### src/rtl/uncater.sv
// uncater: receive-side unpacker for scrambled 4-bit cat symbols.
// Each accepted symbol is descrambled with the key bits a/b
// (c = cat_in ^ {4{a}}, valid only when a != b) and then unpacked:
// c[3] = start of frame, c[2:1] = two x bits, c[0] = one y bit.
// WIDTH/2 symbols make one frame, shifted in MSB first.
//
// Ports:
//   clk, rst_n           clock (rising edge), async active-low reset
//   cat_in/cat_valid     scrambled symbol stream
//   cat_ready            high in IDLE/COLLECT, low while a frame is held
//   a, b                 per-link key bits, sampled with each symbol
//   x, y                 last completed frame (y zero-extended)
//   out_valid/out_ready  output handshake for x/y
//   err                  one-cycle pulse per resync or key-error symbol
module uncater #(
  parameter int unsigned WIDTH = 8
) (
  input  logic             clk,
  input  logic             rst_n,
  input  logic [3:0]       cat_in,
  input  logic             cat_valid,
  output logic             cat_ready,
  input  logic             a,
  input  logic             b,
  output logic [WIDTH-1:0] x,
  output logic [WIDTH-1:0] y,
  output logic             out_valid,
  input  logic             out_ready,
  output logic             err
);

  localparam int unsigned HALF = WIDTH / 2;
  localparam int unsigned CW   = $clog2(HALF) + 1;

  typedef enum logic [1:0] {
    IDLE,
    COLLECT,
    HOLD
  } state_t;

  state_t state, state_n;

  logic [CW-1:0]    cnt;
  // The accumulators keep only the bits of earlier symbols; the symbol that
  // completes a frame is merged straight into x/y.
  logic [WIDTH-3:0] x_acc;
  logic [HALF-2:0]  y_acc;

  logic [3:0]       c;
  logic             sof;
  logic             accept;
  logic             key_ok;
  logic [WIDTH-1:0] x_shift;
  logic [HALF-1:0]  y_shift;

  logic load_first;
  logic do_shift;
  logic do_complete;
  logic do_clear;
  logic set_err;

  assign c       = cat_in ^ {4{a}};
  assign sof     = c[3];
  assign key_ok  = a ^ b;
  assign accept  = cat_valid && cat_ready;
  assign x_shift = {x_acc, c[2:1]};
  assign y_shift = {y_acc, c[0]};

  always_ff @(posedge clk or negedge rst_n) begin
    if (!rst_n) begin
      state <= IDLE;
    end else begin
      state <= state_n;
    end
  end

  always_comb begin
    state_n     = state;
    cat_ready   = 1'b1;
    out_valid   = 1'b0;
    load_first  = 1'b0;
    do_shift    = 1'b0;
    do_complete = 1'b0;
    do_clear    = 1'b0;
    set_err     = 1'b0;
    unique case (state)
      IDLE: begin
        if (accept) begin
          if (!key_ok) begin
            set_err  = 1'b1;
            do_clear = 1'b1;
          end else if (sof) begin
            load_first = 1'b1;
            state_n    = COLLECT;
          end
        end
      end
      COLLECT: begin
        if (accept) begin
          // Key error outranks a resync on the same symbol.
          if (!key_ok) begin
            set_err  = 1'b1;
            do_clear = 1'b1;
            state_n  = IDLE;
          end else if (sof) begin
            set_err    = 1'b1;
            load_first = 1'b1;
          end else if (cnt == CW'(HALF - 1)) begin
            do_complete = 1'b1;
            state_n     = HOLD;
          end else begin
            do_shift = 1'b1;
          end
        end
      end
      HOLD: begin
        cat_ready = 1'b0;
        out_valid = 1'b1;
        if (out_ready) begin
          state_n = IDLE;
        end
      end
      default: begin
        state_n = IDLE;
      end
    endcase
  end

  always_ff @(posedge clk or negedge rst_n) begin
    if (!rst_n) begin
      cnt   <= '0;
      x_acc <= '0;
      y_acc <= '0;
      x     <= '0;
      y     <= '0;
      err   <= 1'b0;
    end else begin
      err <= set_err;
      if (load_first) begin
        cnt   <= CW'(1);
        x_acc <= (WIDTH-2)'(c[2:1]);
        y_acc <= (HALF-1)'(c[0]);
      end else if (do_shift) begin
        cnt   <= cnt + CW'(1);
        x_acc <= x_shift[WIDTH-3:0];
        y_acc <= y_shift[HALF-2:0];
      end else if (do_complete) begin
        cnt <= '0;
        x   <= x_shift;
        y   <= {{HALF{1'b0}}, y_shift};
      end else if (do_clear) begin
        cnt <= '0;
      end
    end
  end

endmodule

### config.mk
export PLATFORM = sky130hd
export DESIGN_NAME = uncater
export DESIGN_NICKNAME = d
export VERILOG_FILES = /design/src/rtl/uncater.sv
export SDC_FILE = /design/constraint.sdc
export NUM_CORES = 1
export LEC_CHECK = 0
export CAP_MARGIN = 15
export CORE_ASPECT_RATIO = 1.2
export CORE_MARGIN = 2
export CORE_UTILIZATION = 40
export DETAILED_ROUTE_END_ITERATION = 7
export PLACE_DENSITY_LB_ADDON = 0.2
export SETUP_SLACK_MARGIN = 0.2
export SYNTH_ARGS = -nofsm -noshare
export SYNTH_HDL_FRONTEND = slang
export SYNTH_SLANG_ARGS = --single-unit
### constraint.sdc
create_clock -name clk -period 1.7 [get_ports clk]
set_clock_uncertainty 0.15 [all_clocks]
set_input_delay 0.255 -clock clk [delete_from_list [all_inputs] [get_ports clk]]
set_output_delay 0.255 -clock clk [all_outputs]
set_load 0.01 [all_outputs]
==> metrics.cfg <==
[flow_run]
drv_cap=0

[route]
drt_wl_total_mm=2.31
wire_per_inst_um=13.2
via_count=902
dr.first_iter.drc_count=21
drc=0
via_per_inst=5.15
drtPass1Iterations=4
antenna_left=0

[timing]
fin_ws_ns=0.00298
fmax_mhz=589
min_period_over_period_pct=99.8
whs_ns=0.145
layout_min_cycle_time_ns=1.70
final_max_slew_viol_count=0
hold_viol_final=0
setup_viol=0
rsz0062_at_grt=yes

[synth]
synth-main-ff-cell=dfrtp_1
synthTopCellsByCount=dfrtp_1 (27), mux2_4 (12), a22o_1 (8), nor2b_1 (5), o21ai_0 (5)
synth_most_common_cell=dfrtp_1
ys_seq_area_share_pct=50.8
avgSynthCellArea_sq_um=13.7
syn_area_sq_um=1330
async_flop_share_pct=100
synth_edf_count=0
yosys.cell_types.count=28
synth_top_area_share_pct=50.8
yosys_warnings=0
synth_cells=97
synth-seq-cells=27
synth_area_leader_cell=dfrtp_1
synthTopCellsByArea=dfrtp_1 (51%), mux2_4 (14%), a22o_1 (5.3%), buf_6 (2.5%), mux2_2 (2.5%)

[critical_path]
critPathArrivalTime_ns=1.76
r2r_cells=6
critical_path_class=reg2reg
cp-start-kind=flip-flop
rrSetupSlack_ns=0.003
timing.rr.start=cnt[0]
crit_fanout=9
worst_setup_path_end_kind=flip-flop
required_ns=1.77
r2r_end=y_acc[0]

[clocking]
cts-root-buf=clkbuf_4
clk_pin_slew_ns=0.14
clock_latency_ns=0.32
cts.sinks=27
clockBufferDepth=2
cts_buffers=3
htree_levels=1
cts_tree=yes

[power]
p_leak_nw=0.930
fin_total_pwr_mw=1.31
p_per_area_nw_per_um2=751
peakVddDrop_uv=409

[cells_and_area]
multiInputGateArea_sq_um=631
antennaDiodeCount=0
final_layout_size_suffix_gt1_share_pct=36.0
nNetsFinal=152
fillerInstances=284
regArea_sq_um=676
final_util_pct=56.0
area_growth_pct=31.0
design_area_sq_um=1740

[floorplanning]
pin_count=29
die_w_um=56.6
die_h_um=67.2
die_area_sq_um=3800
rows=22
core-area_sq_um=3110
start_util_pct=42.8

[grt]
grt_pass1_vias=991
overflow=0
grt_antenna_before_repair=0
grt_pass1_wl_mm=4.25
grtUsageTotal_pct=14.4
grt_max_degree=28

[min_path]
hold_class=in2async

[placement]
portBuffers=24
routabilityCongestion=0.787
hpwl_mm=1.72
dpl_cell_area_sq_um=1670
place_ws_ns=-0.432

[run_status]
status=complete, no violations

metrics by stage:
stage               instances  TNS [ns]
finish                    175         0
CTS                       175  -0.00218
detailed placement        165     -8.48
global route              175    -0.155
floorplan                 100    -0.130
global placement          165     -7.62
critical path: stages (launching register included):
cell and delay, ns:
dfrtp_1 0.41, ha_2 0.20, ha_4 0.18, nor2b_4 0.12
o211a_4 0.19, nor2_8 0.06, mux2_4 0.29
state kept, by name (all words and copies together) (netlist names):
signal,flops
y_acc,3
y,4
state,2
x_acc,6
cnt,3
x,8
err,1
kinds of logic after synthesis:
logic type	synth area share, %
buffers and inverters	5.64
xor gates and xnor gates	1.98
other	0.282
DFF	50.8
AOI/OAI and AO/OA	12.0
adders and majority gates	1.88
muxes	16.1
and+or+nand+nor	11.3
power breakdown:
group,total [mW],internal [mW],leakage [nW],switching (mW)
clock,0.267,0.0880,0.0177,0.179
sequential,0.758,0.709,0.364,0.0488
combinational,0.284,0.170,0.549,0.114
total,1.31,0.967,0.930,0.342
cell usage in the layout, fill, tap and decap left out, drive strengths merged, types with 2 or more instances in the layout:
master	Yosys	final
a22o	8	8
buf	7	20
clkbuf	0	3
clkdlybuf4s50	0	6
conb	1	4
dfrtp	27	27
dlygate4sd2	0	16
ha	2	2
inv	3	3
mux2	15	15
nand2	2	2
nand2b	4	4
nand3b	2	2
nor2	2	2
nor2b	5	5
o21ai	5	5
xor2	3	3
repair_timing:
item / in CTS / in global routing
endpoints found under the setup margin: 39 / 26
hold buffers: 0 / 0
resized for setup: 30 / 2
pin swaps: 4 / 3
buffers inserted: 6 / 0
per-layer routing:
layer	track usage [%]	vias to the layer above	share of wire [%]
met5	0	-	0
met4	8.63	0	2.8
met3	1.34	6	3.8
met2	25.7	28	50
met1	16.6	445	44
li1	-	423	-
how the worst max path moves through the flow:
stage	slack [ns]	cells after the start	start	endpoint
floorplan	-0.04	7	cnt[0]	x_acc[0]
global placement	-0.38	5	a	x_acc[0]
detailed placement	-0.43	5	a	x_acc[0]
CTS	-0.002	6	cnt[1]	y_acc[0]
global route	-0.05	6	cnt[0]	y_acc[0]
finish	0.003	6	cnt[0]	y_acc[0]
cell type report:
| class | count | area share, % |
|---|---|---|
| clock buffers | 3 | 1.29 |
| clock inverters | 1 | 0.287 |
| inverters | 3 | 0.646 |
| multi-input cells | 63 | 36.2 |
| flip-flops and latches | 27 | 38.8 |
| well taps | 36 | 2.58 |
| repair buffers | 42 | 20.2 |
No activity file was read; power rests on OpenSTA's default activity.
